[src/rtl/sprite_animator.sv]
// Single-unit sprite producer: spawns, walks toward a target at a capped per-frame speed,
// cycles a walk animation, and publishes position and frame to graphics once per video frame.
module sprite_animator #(
  parameter int NUM_FRAMES      = 5,
  parameter int FRAMES_PER_STEP = 6,
  parameter int SPEED           = 2,
  parameter int SCREEN_W        = 1280,
  parameter int SCREEN_H        = 720,
  localparam int FW = (NUM_FRAMES > 1) ? $clog2(NUM_FRAMES) : 1
) (
  input  logic          clk_pixel,
  input  logic          sys_rst,
  input  logic          new_frame,
  input  logic          cmd_valid,
  output logic          cmd_ready,
  input  logic [10:0]   cmd_x,
  input  logic [9:0]    cmd_y,
  input  logic [10:0]   cmd_tx,
  input  logic [9:0]    cmd_ty,
  input  logic          kill,
  output logic          arrived,
  output logic          sprite_valid,
  output logic [10:0]   sprite_x,
  output logic [9:0]    sprite_y,
  output logic [FW-1:0] sprite_frame_number
);

  localparam int CW = (FRAMES_PER_STEP > 1) ? $clog2(FRAMES_PER_STEP) : 1;
  localparam logic [10:0]   MAX_X   = 11'(SCREEN_W - 1);
  localparam logic [9:0]    MAX_Y   = 10'(SCREEN_H - 1);
  localparam logic [11:0]   SPD     = 12'(SPEED);
  localparam logic [CW-1:0] CNT_MAX = CW'(FRAMES_PER_STEP - 1);
  localparam logic [FW-1:0] FRM_MAX = FW'(NUM_FRAMES - 1);

  typedef enum logic [1:0] {S_IDLE, S_SPAWN, S_WALK, S_HOLD} state_t;

  state_t        r_state;
  state_t        w_state_nxt;
  logic [10:0]   r_pos_x;
  logic [9:0]    r_pos_y;
  logic [10:0]   r_tgt_x;
  logic [9:0]    r_tgt_y;
  logic [CW-1:0] r_anim_cnt;
  logic [FW-1:0] r_anim_frame;
  logic          r_sprite_valid;
  logic [10:0]   r_sprite_x;
  logic [9:0]    r_sprite_y;
  logic [FW-1:0] r_sprite_frame;
  logic          r_arrived;

  logic          w_cmd_ready;
  logic          w_accept;
  logic [10:0]   w_cmd_x_c;
  logic [9:0]    w_cmd_y_c;
  logic [10:0]   w_cmd_tx_c;
  logic [9:0]    w_cmd_ty_c;
  logic [11:0]   w_nx_full;
  logic [11:0]   w_ny_full;
  logic [10:0]   w_next_x;
  logic [9:0]    w_next_y;
  logic          w_arrive;
  logic          w_cnt_wrap;
  logic [CW-1:0] w_cnt_next;
  logic [FW-1:0] w_frame_next;
  logic          w_unused_hi;

  function automatic logic [10:0] clamp_x(input logic [10:0] v);
    return (v > MAX_X) ? MAX_X : v;
  endfunction

  function automatic logic [9:0] clamp_y(input logic [9:0] v);
    return (v > MAX_Y) ? MAX_Y : v;
  endfunction

  // Moves p toward t by at most SPD; the step is capped at |t-p| so it never overshoots.
  function automatic logic [11:0] step_axis(input logic [11:0] p, input logic [11:0] t);
    logic signed [11:0] diff;
    logic [11:0]        mag;
    logic [11:0]        stp;
    diff = $signed(t) - $signed(p);
    mag  = diff[11] ? $unsigned(-diff) : $unsigned(diff);
    stp  = (mag > SPD) ? SPD : mag;
    return diff[11] ? (p - stp) : (p + stp);
  endfunction

  assign w_cmd_x_c  = clamp_x(cmd_x);
  assign w_cmd_y_c  = clamp_y(cmd_y);
  assign w_cmd_tx_c = clamp_x(cmd_tx);
  assign w_cmd_ty_c = clamp_y(cmd_ty);

  assign w_nx_full   = step_axis({1'b0, r_pos_x}, {1'b0, r_tgt_x});
  assign w_ny_full   = step_axis({2'b0, r_pos_y}, {2'b0, r_tgt_y});
  assign w_next_x    = w_nx_full[10:0];
  assign w_next_y    = w_ny_full[9:0];
  assign w_unused_hi = ^{w_nx_full[11], w_ny_full[11:10]};
  assign w_arrive    = (w_next_x == r_tgt_x) && (w_next_y == r_tgt_y);

  assign w_cnt_wrap   = (r_anim_cnt == CNT_MAX);
  assign w_cnt_next   = w_cnt_wrap ? '0 : r_anim_cnt + CW'(1);
  assign w_frame_next = !w_cnt_wrap ? r_anim_frame :
                        (r_anim_frame == FRM_MAX) ? '0 : r_anim_frame + FW'(1);

  // Kill masks ready so a simultaneous command can never win over removal.
  assign w_cmd_ready = ((r_state == S_IDLE) || (r_state == S_HOLD)) && !kill;
  assign w_accept    = cmd_valid && w_cmd_ready;

  always_ff @(posedge clk_pixel) begin
    if (sys_rst) r_state <= S_IDLE;
    else         r_state <= w_state_nxt;
  end

  always_comb begin
    w_state_nxt = r_state;
    case (r_state)
      S_IDLE:  if (w_accept) w_state_nxt = S_SPAWN;
      S_SPAWN: begin
        if (kill)           w_state_nxt = S_IDLE;
        else if (new_frame) w_state_nxt = S_WALK;
      end
      S_WALK: begin
        if (kill)                       w_state_nxt = S_IDLE;
        else if (new_frame && w_arrive) w_state_nxt = S_HOLD;
      end
      S_HOLD: begin
        if (kill)          w_state_nxt = S_IDLE;
        else if (w_accept) w_state_nxt = S_WALK;
      end
      default: w_state_nxt = S_IDLE;
    endcase
  end

  always_ff @(posedge clk_pixel) begin
    if (sys_rst) begin
      r_pos_x        <= '0;
      r_pos_y        <= '0;
      r_tgt_x        <= '0;
      r_tgt_y        <= '0;
      r_anim_cnt     <= '0;
      r_anim_frame   <= '0;
      r_sprite_valid <= 1'b0;
      r_sprite_x     <= '0;
      r_sprite_y     <= '0;
      r_sprite_frame <= '0;
      r_arrived      <= 1'b0;
    end else begin
      r_arrived <= 1'b0;
      case (r_state)
        S_IDLE: begin
          if (new_frame) r_sprite_valid <= 1'b0;
          if (w_accept) begin
            r_pos_x      <= w_cmd_x_c;
            r_pos_y      <= w_cmd_y_c;
            r_tgt_x      <= w_cmd_tx_c;
            r_tgt_y      <= w_cmd_ty_c;
            r_anim_cnt   <= '0;
            r_anim_frame <= '0;
          end
        end
        S_SPAWN: begin
          if (!kill && new_frame) begin
            r_sprite_valid <= 1'b1;
            r_sprite_x     <= r_pos_x;
            r_sprite_y     <= r_pos_y;
            r_sprite_frame <= '0;
          end
        end
        S_WALK: begin
          if (!kill && new_frame) begin
            r_pos_x        <= w_next_x;
            r_pos_y        <= w_next_y;
            r_sprite_valid <= 1'b1;
            r_sprite_x     <= w_next_x;
            r_sprite_y     <= w_next_y;
            if (w_arrive) begin
              r_anim_cnt     <= '0;
              r_anim_frame   <= '0;
              r_sprite_frame <= '0;
              r_arrived      <= 1'b1;
            end else begin
              r_anim_cnt     <= w_cnt_next;
              r_anim_frame   <= w_frame_next;
              r_sprite_frame <= w_frame_next;
            end
          end
        end
        S_HOLD: begin
          // Publishing uses the pre-command state; a same-cycle retarget moves on the next frame.
          if (!kill && new_frame) begin
            r_sprite_valid <= 1'b1;
            r_sprite_x     <= r_pos_x;
            r_sprite_y     <= r_pos_y;
            r_sprite_frame <= '0;
          end
          if (w_accept) begin
            r_tgt_x <= w_cmd_tx_c;
            r_tgt_y <= w_cmd_ty_c;
          end
        end
        default: ;
      endcase
    end
  end

  assign cmd_ready           = w_cmd_ready;
  assign arrived             = r_arrived;
  assign sprite_valid        = r_sprite_valid;
  assign sprite_x            = r_sprite_x;
  assign sprite_y            = r_sprite_y;
  assign sprite_frame_number = r_sprite_frame;

endmodule
[config.mk]
export PLATFORM = sky130hd
export DESIGN_NAME = sprite_animator
export DESIGN_NICKNAME = d
export VERILOG_FILES = /design/src/rtl/sprite_animator.sv
export SDC_FILE = /design/constraint.sdc
export NUM_CORES = 1
export LEC_CHECK = 0
export CORE_MARGIN = 5
export CORE_UTILIZATION = 63
export CTS_BUF_LIST = sky130_fd_sc_hd__clkbuf_16
export DETAILED_ROUTE_END_ITERATION = 10
export GPL_TIMING_DRIVEN = 0
export PLACE_DENSITY = 0.93
export SLEW_MARGIN = 5
export SYNTH_ARGS = -nofsm -noshare
export SYNTH_HDL_FRONTEND = slang
export SYNTH_SLANG_ARGS = --single-unit
[constraint.sdc]
create_clock -name clk_pixel -period 10.8 [get_ports clk_pixel]
set_input_delay 2.7 -clock clk_pixel [delete_from_list [all_inputs] [get_ports clk_pixel]]
set_output_delay 2.7 -clock clk_pixel [all_outputs]
set_load 0.02 [all_outputs]
# After elaboration in Yosys (flattened, before gate mapping)
# Cells that the tools add are included.
[classes]
addsub = 10
n_lt_le_gt_ge = 6
n_eq_ne = 15
n_mux = 44
bitwise = 2
n_reduce_logical = 19
[op_table]
columns = ["cell", "n"]
rows = [
  ["11-bit 2-to-1 mux", 7],
  ["10-bit 2-to-1 mux", 7],
  ["11-bit case mux with 2 select lines", 2],
  ["10-bit case mux with 2 select lines", 2],
  ["3-bit 2-to-1 mux", 9],
  ["12-bit by 2-bit > comparator with 1-bit output (second input constant)", 2],
  ["12-bit 2-to-1 mux", 2],
  ["11-bit > comparator (second input constant)", 2],
  ["10-bit > comparator (second input constant)", 2],
  ["3-bit case mux with 2 select lines", 3],
  ["2-bit 2-to-1 mux", 7],
  ["11-bit negator with 12-bit output", 1],
  ["12-bit negator", 1],
  ["11-bit by 11-bit subtractor with 12-bit output", 1],
  ["11-bit adder", 1],
  ["11-bit == test", 1],
  ["10-bit by 10-bit subtractor with 11-bit output", 1],
  ["11-bit subtractor", 1],
  ["10-bit adder", 1],
  ["10-bit == test", 1],
  ["10-bit subtractor", 1],
  ["3-bit != test (second input constant)", 3],
  ["2-bit case mux with 4 select lines", 1],
  ["3-bit by 1-bit adder with 3-bit output (second input constant)", 2],
  ["18 further kinds", 35],
]
[totals]
reg_bits = 76
inputBits = 47
out_inout_bits = 27

# Logic depth before layout (Yosys ltp)
# Gate-level depths: netlist (run 1).
[logic_depth]
depth_word = 13
mapped_depth = 29

# Worst setup path after synthesis (run 1)
# Ideal clock, no wire load.
[synth_path]
kind = "reg2reg"
start = "register r_pos_x[2]"
end = "register r_state[1]"
setup_time_ns = 0.072
t_arrival_ns = 6.336
t_required_ns = 10.728
slack_ns = 4.392
stages_incl_launch_ff = 27
path_cell_list = "dfxtp_1 -> inv_1 -> ha_1 -> nor2b_1 -> o21a_1 -> or3_1 -> a2111o_1 -> a211oi_1 -> o21ai_0 -> a211o_1 -> mux2i_1 -> nand4_1 -> nand2b_1 -> ha_1 -> a311oi_2 -> inv_1 -> ha_1 -> o21a_1 -> o31a_1 -> or4_1 -> nand4_1 -> or3b_1 -> a2111o_1 -> nor4_1 -> o211ai_1 -> o32ai_2 -> mux2i_1"
[synth_between]
elab_chain_len = 12
word_cells_on_any_way = 13
[synth_lines]
columns = ["element", "line_no", "text"]
rows = [
  ["start: declaration", "39", "logic [10:0] r_pos_x;"],
  ["start signal: assignment", "151", "r_pos_x <= w_cmd_x_c;"],
  ["start signal: assignment", "169", "r_pos_x <= w_next_x;"],
  ["11-bit by 11-bit subtractor with 12-bit output", "80", "diff = $signed(t) - $signed(p);"],
  ["12-bit negator", "81", "mag = diff[11] ? $unsigned(-diff) : $unsigned(diff);"],
  ["12-bit 2-to-1 mux", "81", ""],
  ["12-bit by 2-bit > comparator with 1-bit output", "82", "stp = (mag > SPD) ? SPD : mag;"],
  ["11-bit 2-to-1 mux", "82", ""],
  ["11-bit adder / 11-bit subtractor (equally long branches)", "83", "return diff[11] ? (p - stp) : (p + stp);"],
  ["11-bit 2-to-1 mux *", "83", ""],
  ["11-bit == test *", "96", "assign w_arrive = (w_next_x == r_tgt_x) && (w_next_y == r_tgt_y);"],
  ["1-bit logical AND *", "96", ""],
  ["1-bit logical AND *", "122", "else if (new_frame && w_arrive) w_state_nxt = S_HOLD;"],
  ["3-bit != test (no source line) *", "n/a", ""],
  ["4-bit AND reduction (no source line) *", "n/a", ""],
  ["end signal: assignment", "109", "else r_state <= w_state_nxt;"],
  ["end: declaration", "37", "state_t r_state;"],
]
# Mark *: on every way between the ends. The rest lies on a longest branch, timed or not.
# A chain may end at the register's enable or synchronous reset.

# Worst setup path after layout (run 1)
[layout_path]
start = "register r_pos_x[2]"
end = "register r_anim_cnt[2]"
[layout_between]
elab_chain_len = 12
word_cells_on_any_way = 13
[layout_lines]
columns = ["element", "line_no", "text"]
rows = [
  ["11-bit by 11-bit subtractor with 12-bit output", "80", ""],
  ["12-bit negator", "81", ""],
  ["12-bit 2-to-1 mux", "81", ""],
  ["12-bit by 2-bit > comparator with 1-bit output", "82", ""],
  ["11-bit 2-to-1 mux", "82", ""],
  ["11-bit adder / 11-bit subtractor (equally long branches)", "83", ""],
  ["11-bit 2-to-1 mux *", "83", ""],
  ["11-bit == test *", "96", ""],
  ["1-bit logical AND *", "96", ""],
  ["3-bit 2-to-1 mux *", "174", "if (w_arrive) begin"],
  ["3-bit 2-to-1 mux *", "168", "if (!kill && new_frame) begin"],
  ["3-bit case mux with 2 select lines *", "147", "case (r_state)"],
  ["end signal: assignment", "180", "r_anim_cnt <= w_cnt_next;"],
  ["end: declaration", "43", "logic [CW-1:0] r_anim_cnt;"],
]
# Mark *: on every way between the ends. The rest lies on a longest branch, timed or not. The select of a mux whose other input is x is not followed.

==> reports/results.ini, run 1 <==
[status]
outcome = completed

[power]
p_leak_nw = 3.08
ir_drop_mv = 0.169
powerDensity_nw_per_um2 = 271

[critical_path]
max_stage_delay_ps = 610
r2r-end = r_anim_cnt[2]
cp_max_fo = 9
cp-end-kind = flip-flop
r2r_cells = 28
start_kind = flip-flop
worstPathRequired_ps = 11010
reg2reg_slack_ps = 2950
crit_path_top_delay_cell = nor4_1
cp.arrival_ps = 8060
crit_type = reg -> reg
path_common_cell = a21oi_1
r2r_start = r_pos_x[2]

[worst_hold_path]
min_delay_path_depth = 2
min_from = sprite_frame_number[2]
hold-path-endpoint = sprite_frame_number[2]
min-delay-path-class = reg -> reg

[global_route]
grtUsageMet3_pct = 4.51
globalRouteMet1Util_pct = 41.2
antenna_found_initial = 0
grt_pass1_vias = 6882
busiest_layer = met2
grtUsageTotal_pct = 32.4
grt_max_degree = 16
grt-ovfl-total = 0
grt_use_met2_pct = 52.4
grt_pass1_wl_mm = 34.1

[synthesis]
synthArstFlopShare_pct = 0
synth_top_family_by_area = compound AO/OA/AOI/OAI gates
ys_ff_latch = 76
synth_top_cell_area_share_pct = 22.3
yosys.area_share.adder_pct = 10.4
synth_flop_cell = dfxtp_1
synthSimpleGateAreaFrac_pct = 27.0
syn-num-nets = 1012
yosys-top-cells-count = 119 x nor2_1, 90 x nand2_1, 76 x dfxtp_1
synth-xor-area-share_pct = 5.80
synth_edf_count = 0
postSynthAreaPerCell_um2 = 7.48
netlist_area_um2 = 6810
yosys_warnings = 0
yosys.area.top_type = dfxtp_1
synthCells = 911
synth.distinct_cells = 85
yosysSeqAreaShare_pct = 22.3
synth_compound_area_share_pct = 27.8
synth_most_common_cell = nor2_1
synthMuxAreaShare_pct = 1.19
ys_top_cells_by_area = dfxtp_1 22%, ha_1 9.2%, nor2_1 6.6%

[routing]
drtAntennaViolNets = 0
post_drt_via_cell_ratio = 6.52
num_vias = 7436
drtIter0Drc = 910
drt_wl_total_mm = 21.2
dr.pass1.iters = 8
drc = 0
wl_per_cell_um = 18.6

[placement]
placed_cells = 1124
place_congestion = 1.03
dpl_cell_area_um2 = 7720
portBuffers = 73
dp_hpwl_mm = 16.5

[timing]
finalMaxSlewViolations = 0
skew_ps = 6.64
fmax_mhz = 127
relSlewSlack_pct = 53.1
setup_tns_ps = 0
setup_violations = 0
tightest_slew_ps = 703
period_needed_ps = 7850
finalHoldViolCount = 0
rsz0062_at_grt = false
period_share_pct = 72.7

[clocking]
clk_path_buf_depth = 2
clk_pin_slew_ps = 70
cts_resized = 0
htree_num_levels = 3
cts.sinks = 76
clk-insertion-delay-late_ps = 340
cts-hold-fix-buffers = 0
cts_buffers = 9
cts_tree = yes
post-cts-setup-buffers = 0
root_buffer = clkbuf_16

[floorplanning]
initial_utilization_pct = 63.7
fp.dieH_um = 114
core.rowCount = 38
core_um2 = 10700
die_w_um = 114
ios = 74
dieArea_um2 = 13000

[cells_and_area]
diodes = 0
area_delta_synth_final_pct = 17.4
multiInputGateArea_um2 = 4910
nNetsFinal = 1096
drive_above_1_share_pct = 4.80
fin_cells = 1140
fin_area_um2 = 8000
fill_cells = 801
regArea_um2 = 1520

[run]
max_cap_violations = 0

[per-layer routing]
layer / vias to the layer above / routed length, um
li1: 3536 / -
met1: 3396 / 8400
met2: 402 / 9620
met3: 102 / 1860
met4: 0 / 1300
met5: - / 0
[registers in the layout (all words and copies together) (netlist names)]
| register | cells |
|---|---|
| sprite_x | 11 |
| r_anim_frame | 3 |
| r_anim_cnt | 3 |
| r_pos_x | 11 |
| r_tgt_x | 11 |
| sprite_frame_number | 3 |
| r_pos_y | 10 |
| r_tgt_y | 10 |
| r_state | 2 |
| sprite_y | 10 |
| arrived | 1 |
| sprite_valid | 1 |
[worst max-delay path, delay by kind of cell, from the launching register on]
family	cells	cell delay [ps]
AOI/OAI and AO/OA	12	2720
buffers and inverters	4	710
muxes	1	270
xor gates and xnor gates	1	220
and+or+nand+nor	7	2500
adders and majority gates	3	870
DFF	1	420
[metrics by stage]
step	power [W]	util, %	hold WS [ps]	setup slack (ps)
after floorplan	0.00147	-	461	4390
after global placement	0.00179	72.2	477	3300
after detailed placement	0.00182	72.2	479	3160
after CTS	0.00212	74.8	494	3140
after global routing	0.00232	74.8	536	2520
final	0.00217	74.8	492	2950
[worst max path at each step]
stage / start / to / slack [ps] / cells past startpoint
final: r_pos_x[2] / r_anim_cnt[2] / 2950 / 28
after global routing: r_pos_x[2] / r_anim_cnt[2] / 2520 / 28
after CTS: r_pos_x[2] / r_anim_cnt[2] / 3140 / 28
after detailed placement: r_pos_x[2] / r_anim_cnt[2] / 3160 / 28
after global placement: r_pos_x[2] / r_state[1] / 3300 / 27
after floorplan: r_pos_x[2] / r_state[1] / 4390 / 26
[where the power goes]
part           switching (W)  total (W)  leakage (nW)  internal [W]
clock network       0.000133   0.000292         0.135      0.000159
registers          0.0000511   0.000376         0.622      0.000325
logic               0.000906    0.00150          2.32      0.000591
[cells in the final DEF, fill, tap and decap left out, types with 5 or more instances in the layout]
cell type / count
o221ai_1: 6
nor4_1: 9
xor2_1: 12
mux2i_1: 7
nand2_1: 90
nand2b_1: 19
ha_1: 50
o21ai_0: 35
xnor2_1: 26
a211oi_1: 27
nor2_1: 119
o31ai_1: 7
clkbuf_1: 30
buf_2: 7
clkdlybuf4s50_1: 73
nand4_1: 10
nor2b_1: 7
clkbuf_16: 9
a311oi_1: 9
and2_1: 7
nor3_1: 36
a32oi_1: 7
nand3b_1: 10
nand3_1: 17
o21a_1: 13
o211ai_1: 12
a21o_1: 9
a31oi_1: 9
inv_1: 57
a21oi_1: 59
and3_1: 8
dfxtp_1: 76
or3_1: 10
a2111oi_0: 6
a211o_1: 5
[logic make-up after synthesis]
group / count (synthesis)
buffers and inverters: 97
AO/OA/AOI/OAI: 261
flip-flops: 76
AND/OR/NAND/NOR: 374
multiplexers: 8
XOR/XNOR: 41
adder cells (fa/ha/maj): 54
[final cells by class]
cell class,instances,area share [%]
clock buffer,9,2.81
sequential,76,19.0
timing repair buffer,73,9.13
tap,140,2.19
clock inverter,7,0.719
buffer,40,2.08
multi-input combinational,738,61.4
inverter,57,2.67
(Power assumes the default switching activity.)
==> inputs of run 2 (changes only) <==
- CORE_UTILIZATION: 63 -> 53
- PLACE_DENSITY: 0.93 -> 0.84
- clock period: 10.8 -> 6.4 ns (I/O delays scaled with it)
==> run 2 against run 1 <==
The run now ends with setup timing left. Critical endpoint is now sprite_frame_number[2]. Sequential power is 69% higher. Largest power group unchanged. Worst setup slack worse by 3200 ps. Combinational power up 110%. Clock-buffer cell count is the same. Maximum frequency increased by 18%. Critical path depth is 1 lower. Power increased by 97%. Global-route usage is 0.79 points lower. Register-to-register slack got worse by 3200 ps.
==> reports/results.ini, run 2 (same netlist as run 1, synthesis figures left out) <==
[floorplanning]
fp.dieH_um = 123  ; +8.2%
initial_utilization_pct = 54.0  ; -9.7 points
ios = 74  ; unchanged
die_w_um = 123  ; +8.2%
core.rowCount = 41  ; +7.9%
core_um2 = 12600  ; +18%
dieArea_um2 = 15200  ; +17%

[clocking]
htree_num_levels = 3  ; unchanged
cts-hold-fix-buffers = 0  ; unchanged
cts.sinks = 76  ; unchanged
clk_path_buf_depth = 2  ; unchanged
clk-insertion-delay-late_ps = 350  ; about the same
cts_tree = yes
cts_buffers = 9  ; unchanged
root_buffer = clkbuf_16
clk_pin_slew_ps = 70  ; about the same

[timing]
setup_violations = 12  ; +12
skew_ps = 10.4  ; +3.80 ps
rsz0062_at_grt = true
setup_slack_ps = -259  ; -3210 ps
finalHoldViolCount = 0  ; unchanged
finalMaxSlewViolations = 0  ; unchanged
relSlewSlack_pct = 46.4  ; -6.7 points
tightest_slew_ps = 804  ; +101 ps
fmax_mhz = 150  ; +18%
period_needed_ps = 6660  ; -1190 ps
period_share_pct = 104  ; +31 points
timing.hold.ws_ps = 493  ; +1.31 ps

[critical_path]
worstPathRequired_ps = 6620  ; -4390 ps
path_common_cell = ha_4
reg2reg_slack_ps = -260  ; -3210 ps
crit_type = reg -> reg
max_stage_delay_ps = 470  ; -140 ps
crit_path_top_delay_cell = a2111o_1
r2r_cells = 27  ; -3.6%
r2r_start = r_pos_x[2]
cp-end-kind = flip-flop
cp.arrival_ps = 6880  ; -1180 ps
r2r-end = sprite_frame_number[2]
start_kind = flip-flop
cp_max_fo = 5  ; -4

[cells_and_area]
diodes = 0  ; unchanged
mostFrequentLayoutCell = nor2_1
fin_area_um2 = 8910  ; +11%
regArea_um2 = 1550  ; +1.6%
fill_cells = 962  ; +20%
multiInputGateArea_um2 = 5480  ; +11%
nNetsFinal = 1126  ; +2.7%
final_cell_mix = 117 x nor2_1, 89 x nand2_1, 73 x clkdlybuf4s50_1, 65 x dfxtp_1, 55 x a21oi_1
drive_above_1_share_pct = 15.8  ; +11 points
area_delta_synth_final_pct = 30.7

[routing]
drt_wl_total_mm = 24.4  ; +15%
drtAntennaViolNets = 0  ; unchanged
drc = 0  ; unchanged
dr.pass1.iters = 6  ; -2
num_vias = 7701  ; +3.6%
wl_per_cell_um = 20.3  ; +9.2%
drtIter0Drc = 897  ; -1.4%
post_drt_via_cell_ratio = 6.41  ; -1.7%

[worst_hold_path]
min-delay-path-class = reg -> reg
hold-path-endpoint = sprite_y[1]
min_delay_path_depth = 2  ; unchanged
min_from = sprite_y[1]

[global_route]
grt_pass1_vias = 7289  ; +5.9%
grt-ovfl-total = 0  ; unchanged
grt_pass1_wl_mm = 37.6  ; +10%
grtUsageTotal_pct = 31.6  ; -0.79 points
antenna_found_initial = 0  ; unchanged
grt_max_degree = 14  ; -2

[status]
violations = setup timing
outcome = finished, violations left

[run]
max_cap_violations = 0  ; unchanged

[placement]
place_congestion = 1.01  ; -2.0%
dpl_cell_area_um2 = 7760  ; +0.60%
portBuffers = 73  ; unchanged
dp_hpwl_mm = 17.5  ; +6.4%

[power]
powerDensity_nw_per_um2 = 480  ; +77%
ir_drop_mv = 0.287  ; +70%
total_power_w = 0.00428  ; +97%
p_leak_nw = 3.39  ; +10%

run 2: worst max-delay path by stage:
stage / startpoint / to / slack [ps] / depth (start not counted)
2_1_floorplan: r_pos_x[2] / r_state[1] / 20 / 26
3_3_place_gp: r_pos_x[2] / r_anim_cnt[2] / -1090 / 28
3_5_place_dp: r_pos_x[2] / r_anim_cnt[2] / -1140 / 28
4_1_cts: r_tgt_x[0] / sprite_frame_number[2] / -70 / 28
5_1_grt: r_tgt_x[0] / sprite_frame_number[2] / -590 / 28
6_report: r_pos_x[2] / sprite_frame_number[2] / -260 / 27
run 2: area by class of cell:
class	count	share of cell area, %
Clock inverter	6	1.01
Inverter	57	2.40
Sequential cell	76	17.3
Clock buffer	9	2.53
Tap cell	172	2.42
Multi-Input combinational cell	738	61.5
Buffer	38	1.91
Timing Repair Buffer	105	10.9
run 2: critical path: cells and delay by family (launching register included):
| family | cells | cell delay (ps) |
|---|---|---|
| AO/OA/AOI/OAI | 10 | 2500 |
| flip-flops | 1 | 360 |
| AND/OR/NAND/NOR | 9 | 2140 |
| adder cells (fa/ha/maj) | 3 | 740 |
| multiplexers | 1 | 160 |
| buffers and inverters | 3 | 370 |
| XOR/XNOR | 1 | 240 |
run 2: metal layers:
layer | GRT usage (%) | up-vias | routed length, um | share of wire (%)
li1 | - | 3585 | - | -
met1 | 38.9 | 3558 | 9560 | 39
met2 | 53.3 | 469 | 11400 | 47
met3 | 5.86 | 89 | 2170 | 8.9
met4 | 15.1 | 0 | 1190 | 4.9
met5 | 0 | - | 0 | 0
run 2: power breakdown:
| part | switching (W) | internal (W) |
|---|---|---|
| Combinational | 0.00180 | 0.00128 |
| Sequential | 0.0000847 | 0.000552 |
| Clock | 0.000217 | 0.000340 |
| Total | 0.00210 | 0.00217 |
run 2: what timing repair did:
item                       CTS  global route
gates resized for setup    110            15
pin swaps                   42            16
cloned                       1             0
setup buffers               30             2
setup endpoints to repair   13            12
run 2: stage by stage:
stage                     util (%)  worst slack (ps)  TNS, ps  std cells
after CTS                     69.8             -69.1     -271       1199
after global placement        61.5             -1090   -12290       1156
after detailed placement      61.5             -1140   -12700       1156
after floorplan                  -              21.6        0        911
after global routing          70.6              -592    -6350       1201
final                         70.6              -259    -2560       1201
==> inputs of run 3 (changes only) <==
- REMOVE_ABC_BUFFERS: unset -> 1
==> run 3 against run 2 <==
The run still ends with setup timing left. Non-clock buffer count down 22. Hold slack worse by 6.9 ps. Die area unchanged. Critical path type unchanged. Maximum frequency rose by 0.17%. Global-route usage is 2.9 points lower.
==> reports/results.ini, run 3 (same netlist as run 1, synthesis figures left out) <==
[routing]
drtIter0Drc = 928  ; +3.5%
highest_layer = met4
num_vias = 7695  ; -0.078%
drtAntennaViolNets = 0  ; unchanged
drc = 0  ; unchanged
drt_wl_total_mm = 22.9  ; -5.8%
wl_per_cell_um = 19.4  ; -4.2%
post_drt_via_cell_ratio = 6.52  ; +1.7%
met1_length_mm = 9.06  ; -5.2%
dr_wl_met2_mm = 10.8  ; -5.5%
met3_length_mm = 2.17  ; +0.18%
dr.pass1.iters = 6  ; unchanged

[timing]
skew_ps = 9.22  ; -1.21 ps
setup_slack_ps = -248  ; +11.2 ps
period_needed_ps = 6650  ; -11.2 ps
relSlewSlack_pct = 14.6  ; -32 points
setup_violations = 12  ; unchanged
setup_tns_ps = -2370  ; +192 ps
timing.hold.ws_ps = 486  ; -6.87 ps
finalHoldViolCount = 0  ; unchanged
rsz0062_at_grt = true
tightest_slew_ps = 1280  ; +472 ps
period_share_pct = 104  ; -0.17 points
fmax_mhz = 150  ; +0.17%
finalMaxSlewViolations = 0  ; unchanged

[clocking]
clk_pin_slew_ps = 70  ; about the same
clk-insertion-delay-late_ps = 350  ; about the same
clk_path_buf_depth = 2  ; unchanged
cts.sinks = 76  ; unchanged
cts_tree = yes
htree_num_levels = 3  ; unchanged
root_buffer = clkbuf_16
cts_buffers = 9  ; unchanged

[placement]
portBuffers = 73  ; unchanged
dp_hpwl_mm = 15.3  ; -12%
place_congestion = 0.991  ; -1.5%
placed_cells = 1119  ; -3.2%
dpl_cell_area_um2 = 7640  ; -1.6%

[cells_and_area]
drive_above_1_share_pct = 17.5  ; +1.6 points
fin_cells = 1180  ; -1.7%
final_cell_mix = 115 x nor2_1, 88 x nand2_1, 72 x clkdlybuf4s50_1, 68 x dfxtp_1, 55 x inv_1
area_delta_synth_final_pct = 30.6
diodes = 0  ; unchanged
fin_util_pct = 70.5  ; -0.089 points
fill_cells = 955  ; -0.73%
mostFrequentLayoutCell = nor2_1
nNetsFinal = 1104  ; -2.0%
fin_area_um2 = 8900  ; -0.13%

[critical_path]
cp.arrival_ps = 6850  ; -30 ps
worstPathRequired_ps = 6600  ; -20 ps
cp_max_fo = 5  ; unchanged
crit_type = reg -> reg
cp-end-kind = flip-flop
start_kind = flip-flop
critPathTopFamily = simple AND/OR/NAND/NOR gates
max_stage_delay_ps = 480  ; about the same
crit_path_top_delay_cell = a2111o_1
path_buf_inv = 3  ; unchanged

[floorplanning]
core.rowCount = 41  ; unchanged
dieArea_um2 = 15200  ; unchanged
ios = 74  ; unchanged
initial_utilization_pct = 54.0  ; unchanged
die_w_um = 123  ; unchanged
core_um2 = 12600  ; unchanged
fp.dieH_um = 123  ; unchanged

[global_route]
grt-ovfl-total = 0  ; unchanged
grtUsageTotal_pct = 28.7  ; -2.9 points
grt_max_degree = 79  ; +65
grt_pass1_vias = 6883  ; -5.6%
antenna_found_initial = 0  ; unchanged
grt_pass1_wl_mm = 34.7  ; -7.8%

[status]
outcome = finished, violations left
violations = setup timing

[power]
p_leak_nw = 3.40  ; +0.38%
ir_drop_mv = 0.243  ; -15%
powerDensity_nw_per_um2 = 486  ; +1.3%

[worst_hold_path]
min-delay-path-class = reg -> reg

[run]
max_cap_violations = 0  ; unchanged

==> run 3: cell types whose count changed in the layout (fill, tap and decap cells not counted), sizes merged <==
cell and change:
buf +7, clkbuf -28, clkdlybuf4s50 -1, clkinv -2, inv +3
==> run 3: worst min-delay path, delay by kind of cell (launching register included) <==
kind / cells / cell delay [ps]
flops: 1 / 330
simple gates: 1 / 70
compound gates: 1 / 60
==> run 3: stage by stage <==
step	total power [W]	worst slack (ps)
finish	0.00433	-248
global placement	0.00299	-1250
CTS	0.00396	2.23
detailed placement	0.00304	-1300
floorplan	0.00244	-55.9
global route	0.00457	-508
==> run 3: worst paths after layout <==
check / from / endpoint / slack, ps / depth (start not counted)
setup / recovery: r_pos_x[2] / r_anim_cnt[2] / -250 / 28
hold / removal: sprite_y[0] / sprite_y[0] / 490 / 2
setup reg to reg: r_pos_x[2] / r_anim_cnt[2] / -250 / 28
hold reg to reg: sprite_y[0] / sprite_y[0] / 490 / 2
==> run 3: report_power, final <==
| group | leakage [nW] | switching [W] | internal [W] | total, W |
|---|---|---|---|---|
| logic | 2.62 | 0.00178 | 0.00133 | 0.00311 |
| registers | 0.626 | 0.0000843 | 0.000552 | 0.000636 |
| clock network | 0.159 | 0.000233 | 0.000348 | 0.000581 |
==> run 3: routing by layer <==
metal,vias up,global-route usage (%)
met2,471,47.6
met4,0,11.1
li1,3547,-
met3,100,5.12
met1,3577,37.0
met5,-,0
==> run 3: timing repair <==
item                                    4_1_cts  5_1_grt
endpoints found under the setup margin       13       12
hold buffers                                  0        0
pin swaps                                    33       41
gates cloned                                  0        1
setup buffers                                26       18
resized for setup                            77       48
==> run 3: layout make-up <==
| cell class | instances | area, um2 | area share [%] |
|---|---|---|---|
| clock inverter | 7 | 105 | 1.18 |
| sequential | 76 | 1540 | 17.4 |
| multi-input combinational | 738 | 5480 | 61.6 |
| inverter | 57 | 214 | 2.41 |
| timing repair buffer | 121 | 1110 | 12.5 |
| clock buffer | 9 | 225 | 2.53 |
| tap | 172 | 215 | 2.42 |
